File: src/rtl/line_sensor_reader.sv
`default_nettype none
// ============================================================================
// Module   : line_sensor_reader
// Purpose  : Drives a linear image sensor through one line readout per
//            trigger and turns the ADC samples into a per-line pixel stream
//            (line_start, data_valid/data_out/data_pos, line_done).
// Ports    : clk_in      system clock
//            rst_in      synchronous active-high reset
//            trigger     line request, only honoured while idle
//            adc_data    8-bit ADC sample of the current sensor pixel
//            sens_clk    sensor pixel clock (period 2*CLK_DIV clk_in cycles)
//            sens_si     sensor start pulse, high for the first pixel period
//            busy        high from line_start through line_done
//            line_start  one-cycle pulse at the beginning of a line
//            data_valid  one-cycle strobe per captured pixel
//            data_out    captured pixel value, held between strobes
//            data_pos    pixel index of data_out, held between strobes
//            line_done   one-cycle pulse at the end of a completed line
// Revision : 1.0 - initial release
// ============================================================================
module line_sensor_reader #(
    parameter int PIXEL_COUNT  = 512,
    parameter int CLK_DIV      = 4,
    parameter int SAMPLE_PHASE = 6
) (
    input  logic       clk_in,
    input  logic       rst_in,
    input  logic       trigger,
    input  logic [7:0] adc_data,
    output logic       sens_clk,
    output logic       sens_si,
    output logic       busy,
    output logic       line_start,
    output logic       data_valid,
    output logic [7:0] data_out,
    output logic [8:0] data_pos,
    output logic       line_done
);

    localparam int c_PERIOD = 2 * CLK_DIV;
    localparam int c_CW     = $clog2(c_PERIOD);

    localparam logic [c_CW-1:0] c_LAST_CNT = c_CW'(c_PERIOD - 1);
    localparam logic [c_CW-1:0] c_HALF     = c_CW'(CLK_DIV);
    localparam logic [c_CW-1:0] c_SAMPLE   = c_CW'(SAMPLE_PHASE);
    localparam logic [8:0]      c_LAST_PIX = 9'(PIXEL_COUNT - 1);

    typedef enum logic [1:0] {
        ST_IDLE = 2'd0,
        ST_SI   = 2'd1,
        ST_READ = 2'd2,
        ST_DONE = 2'd3
    } state_t;

    state_t          r_state;
    logic [c_CW-1:0] r_cnt;
    logic [8:0]      r_pix;
    logic [c_CW-1:0] w_cnt_inc;

    assign w_cnt_inc = r_cnt + c_CW'(1);

    // sens_clk is registered from the divider value the next cycle will
    // hold, so the pin is high exactly in the cycles where cnt >= CLK_DIV.
    always_ff @(posedge clk_in) begin
        if (rst_in) begin
            r_state    <= ST_IDLE;
            r_cnt      <= '0;
            r_pix      <= '0;
            sens_clk   <= 1'b0;
            sens_si    <= 1'b0;
            busy       <= 1'b0;
            line_start <= 1'b0;
            data_valid <= 1'b0;
            data_out   <= '0;
            data_pos   <= '0;
            line_done  <= 1'b0;
        end else begin
            line_start <= 1'b0;
            data_valid <= 1'b0;
            line_done  <= 1'b0;

            case (r_state)
                ST_IDLE: begin
                    r_cnt    <= '0;
                    sens_clk <= 1'b0;
                    sens_si  <= 1'b0;
                    busy     <= 1'b0;
                    if (trigger) begin
                        r_state    <= ST_SI;
                        line_start <= 1'b1;
                        busy       <= 1'b1;
                        sens_si    <= 1'b1;
                    end
                end

                // One full sensor clock period with SI high clocks the
                // start bit into the sensor's shift register.
                ST_SI: begin
                    if (r_cnt == c_LAST_CNT) begin
                        r_state  <= ST_READ;
                        r_cnt    <= '0;
                        r_pix    <= '0;
                        sens_si  <= 1'b0;
                        sens_clk <= 1'b0;
                    end else begin
                        r_cnt    <= w_cnt_inc;
                        sens_clk <= (w_cnt_inc >= c_HALF);
                    end
                end

                ST_READ: begin
                    if (r_cnt == c_SAMPLE) begin
                        data_out   <= adc_data;
                        data_pos   <= r_pix;
                        data_valid <= 1'b1;
                    end
                    if (r_cnt == c_LAST_CNT) begin
                        r_cnt    <= '0;
                        sens_clk <= 1'b0;
                        if (r_pix == c_LAST_PIX) begin
                            r_state   <= ST_DONE;
                            line_done <= 1'b1;
                        end else begin
                            r_pix <= r_pix + 9'd1;
                        end
                    end else begin
                        r_cnt    <= w_cnt_inc;
                        sens_clk <= (w_cnt_inc >= c_HALF);
                    end
                end

                // Single cycle carrying line_done; busy drops on exit.
                ST_DONE: begin
                    r_state  <= ST_IDLE;
                    r_cnt    <= '0;
                    sens_clk <= 1'b0;
                    busy     <= 1'b0;
                end

                default: begin
                    r_state <= ST_IDLE;
                    r_cnt   <= '0;
                    busy    <= 1'b0;
                end
            endcase
        end
    end

endmodule
`default_nettype wire
File: config.mk
export PLATFORM = sky130hd
export DESIGN_NAME = line_sensor_reader
export DESIGN_NICKNAME = d
export VERILOG_FILES = /design/src/rtl/line_sensor_reader.sv
export SDC_FILE = /design/constraint.sdc
export NUM_CORES = 1
export LEC_CHECK = 0
export ABC_CLOCK_PERIOD_IN_PS = 2800
export BUFFER_PORTS_ARGS = -buffer_cell sky130_fd_sc_hd__buf_4
export CAP_MARGIN = 20
export CELL_PAD_IN_SITES_DETAIL_PLACEMENT = 1
export CELL_PAD_IN_SITES_GLOBAL_PLACEMENT = 2
export CORE_UTILIZATION = 33
export CTS_CLUSTER_SIZE = 40
export DETAILED_ROUTE_END_ITERATION = 7
export GPL_TIMING_DRIVEN = 0
export PLACE_DENSITY_LB_ADDON = 0.08
export SKIP_LAST_GASP = 1
export SLEW_MARGIN = 20
export SYNTH_ARGS = -nofsm -noshare
export SYNTH_HDL_FRONTEND = slang
export SYNTH_SLANG_ARGS = --single-unit
File: constraint.sdc
create_clock -name clk_in -period 2.8 [get_ports clk_in]
set_input_delay 0 -clock clk_in [delete_from_list [all_inputs] [get_ports clk_in]]
set_output_delay 0 -clock clk_in [all_outputs]
set_load 0.01 [all_outputs]
==> impl_metrics.toml <==
[yosys]
yosys.area.top_type_share_pct = 47.84
synthSimpleGateAreaFrac_pct = 25.33
synth_adder_area_share_pct = 8.306
syn_area_um2 = 1506
syn_inst = 174
yosysSeqAreaShare_pct = 47.84
ys_warn_count = 0
synth_area_leaders = "dfxtp_1, nand2_1, ha_1, a21oi_1, nor2_1"
ys_types = 33
synth-compound-area-share_pct = 11.21
synth_fp_nets = 195
synth-xor-area-share_pct = 2.907
synth_top_family_by_area = "simple AND/OR/NAND/NOR gates"
synth_top_area_cell = "dfxtp_1"
yosys_register_bits = 36
muxShareOfSynthArea_pct = 0.6645
syn_area_per_cell_um2 = 8.658

[grt]
grt_pass1_wl_um = 6548
use_met2_pct = 32.04
grt-ovfl-total = 0
grt.met1_usage_pct = 18.87
grt_max_degree = 12
grt-busiest-layer = "met2"
grt_pass1_vias = 1374
track_usage_pct = 17.11
antenna_found_initial = 0
use_met3_pct = 3.924

[worst_setup_path]
required_ps = 2980
end_kind = "register"
path_max_fanout = 4
arrival_ps = 2030
slowest_stage = "dfxtp_1"
cpLargestDelayFamily = "compound AO/OA/AOI/OAI gates"
worst_setup_path_start_kind = "register"
critPathMaxStageDelay_ps = 390
cp_num_buf_inv = 0
crit_top_cell = "ha_1"
path_class = "register to register"
path_cells = "ha_1 -> nand3_1 -> nor2_1 -> ha_1 -> nand2_1 -> o21ai_1 -> a21oi_1 -> a311oi_1"

[timing]
worst_pin_slew_ps = 538.4
period_needed_ps = 1844
tns_ps = 0
clock.fmax_mhz = 542.3
post-route-period-util_pct = 65.86
finalMaxSlewViolations = 0
hold_viol_final = 0
setup_viol = 0
rsz0062_at_grt = "false"
slew_headroom_pct = 64.11
fin_worst_skew_ps = 8.254

[clocking]
cts.htree.levels = 2
clock_path_buffers = 2
cts_tree = "done"
root_buffer = "clkbuf_8"
cts_made_buffers = 5
cts_setup_buffers = 0
cts.reportedPaths.clkPinSlew_ps = 70
clk_latency_ps = 290
cts.sinks = 36

[floorplan]
coreArea_um2 = 4384
die_area_um2 = 4839
start_util_pct = 34.36
die_h_um = 69.57
die_x_um = 69.57
rows = 24
io_pins = 34

[detailed_routing]
vias = 1359
wire_per_inst_um = 13.52
dr.pass1.iters = 4
viasPerCell = 4.942
dr.first_iter.drc_count = 36
drc = 0
drtAntennaViolNets = 0
wl_um = 3717

[cells_and_area]
final_common_cell = "nand2_1"
syn_to_final_growth_pct = 33.39
nFillCells = 519
diodes = 0
layout-drive-gt1-share_pct = 21.08
nets = 243
layout_common_cells = "nand2_1, dfxtp_1, buf_4, a21oi_1, nor2_1"
fin_cells = 275

[power_and_ir_drop]
power_w = 0.001322
p_leak_nw = 0.8247
peakVddDrop_mv = 0.3105
pwr_density_cell_nw_per_um2 = 657.9

[status]
status = "complete, no violations"

[placed_design]
port-buffer-count = 32
dp.cells = 258
dp_hpwl_um = 2816
routabilityCongestion = 0.7260

[run]
timing.max_cap.violations = 0

[hold_path]
min_path_type = "input port to register"
-- logic make-up after synthesis --
group,after synthesis
and+or+nand+nor,80
DFF,36
AOI/OAI and AO/OA,30
buffers and inverters,12
adders and majority gates,10
xor gates and xnor gates,5
muxes,1
-- routing by layer --
metal,part of all wire [%],up-vias
li1,-,679
met1,43,646
met2,52,29
met3,3.6,5
met4,1.5,0
met5,0,-
-- per-stage QoR --
step / hold WS [ps] / worst slack [ps] / cell area [um2] / utilization, %
after detailed placement: 266.3 / 941.1 / 1812 / 41.32
after global placement: 249.0 / 992.8 / 1812 / 41.32
after CTS: 120.0 / 928.2 / 2009 / 45.83
final: 111.3 / 955.8 / 2009 / 45.83
after global routing: 160.5 / 698.9 / 2009 / 45.83
after floorplan: 136.0 / 1137 / 1506 / -
-- cells in the mapped netlist (all sizes together) --
cell    instances
a22oi           2
nand3b          2
ha             10
nand2b          1
clkbuf          1
nor4b           3
nand2          42
and3            3
a211oi          1
nand4           2
o31ai           1
mux2i           1
xor2            1
nor2b           1
xnor2           4
nand4b          1
buf             7
o21ai           3
a311oi          1
dfxtp          36
a41o            1
a21oi          21
nor2           18
nor3b           3
or4             1
inv             4
nand3           3
-- layout make-up --
cell class | count | area (um2) | share of cell area, %
Buffer | 8 | 41.29 | 2.055
Inverter | 4 | 15.01 | 0.7472
Multi-Input combinational cell | 126 | 729.5 | 36.30
Clock buffer | 6 | 72.57 | 3.611
Timing Repair Buffer | 41 | 330.3 | 16.44
Tap cell | 52 | 65.06 | 3.238
Clock inverter | 2 | 35.03 | 1.743
Sequential cell | 36 | 720.7 | 35.87
-- final timing paths --
| check | cells past startpoint | slack, ps | start | end |
|---|---|---|---|---|
| setup / recovery | 8 | 960 | r_pix[0]$_SDFFE_PP0P_ | r_state[0]$_SDFFE_PP0P_ |
| hold / removal | 2 | 110 | rst_in | data_pos[0]$_SDFFE_PP0P_ |
| setup reg to reg | 8 | 960 | r_pix[0]$_SDFFE_PP0P_ | r_state[0]$_SDFFE_PP0P_ |
| hold reg to reg | 1 | 450 | r_cnt[0]$_SDFF_PP0_ | r_cnt[0]$_SDFF_PP0_ |
-- registers in the layout, indices dropped and copies added, names as in the netlist --
name and cells:
data_out 8, line_start 1, line_done 1, r_pix 9, r_state 2, sens_clk 1
data_pos 9, data_valid 1, busy 1, r_cnt 2, sens_si 1
-- report_power, final --
part | switching (W) | internal, W | leakage (nW)
clock | 0.000185 | 0.000264 | 0.0552
combinational | 0.000172 | 0.000129 | 0.479
sequential | 0.0000240 | 0.000548 | 0.291
-- timing repair --
item                      4_1_cts  5_1_grt
hold endpoints to repair        9        0
hold buffers                    9        0
gates resized for setup         0        0
(Power assumes the default switching activity.)
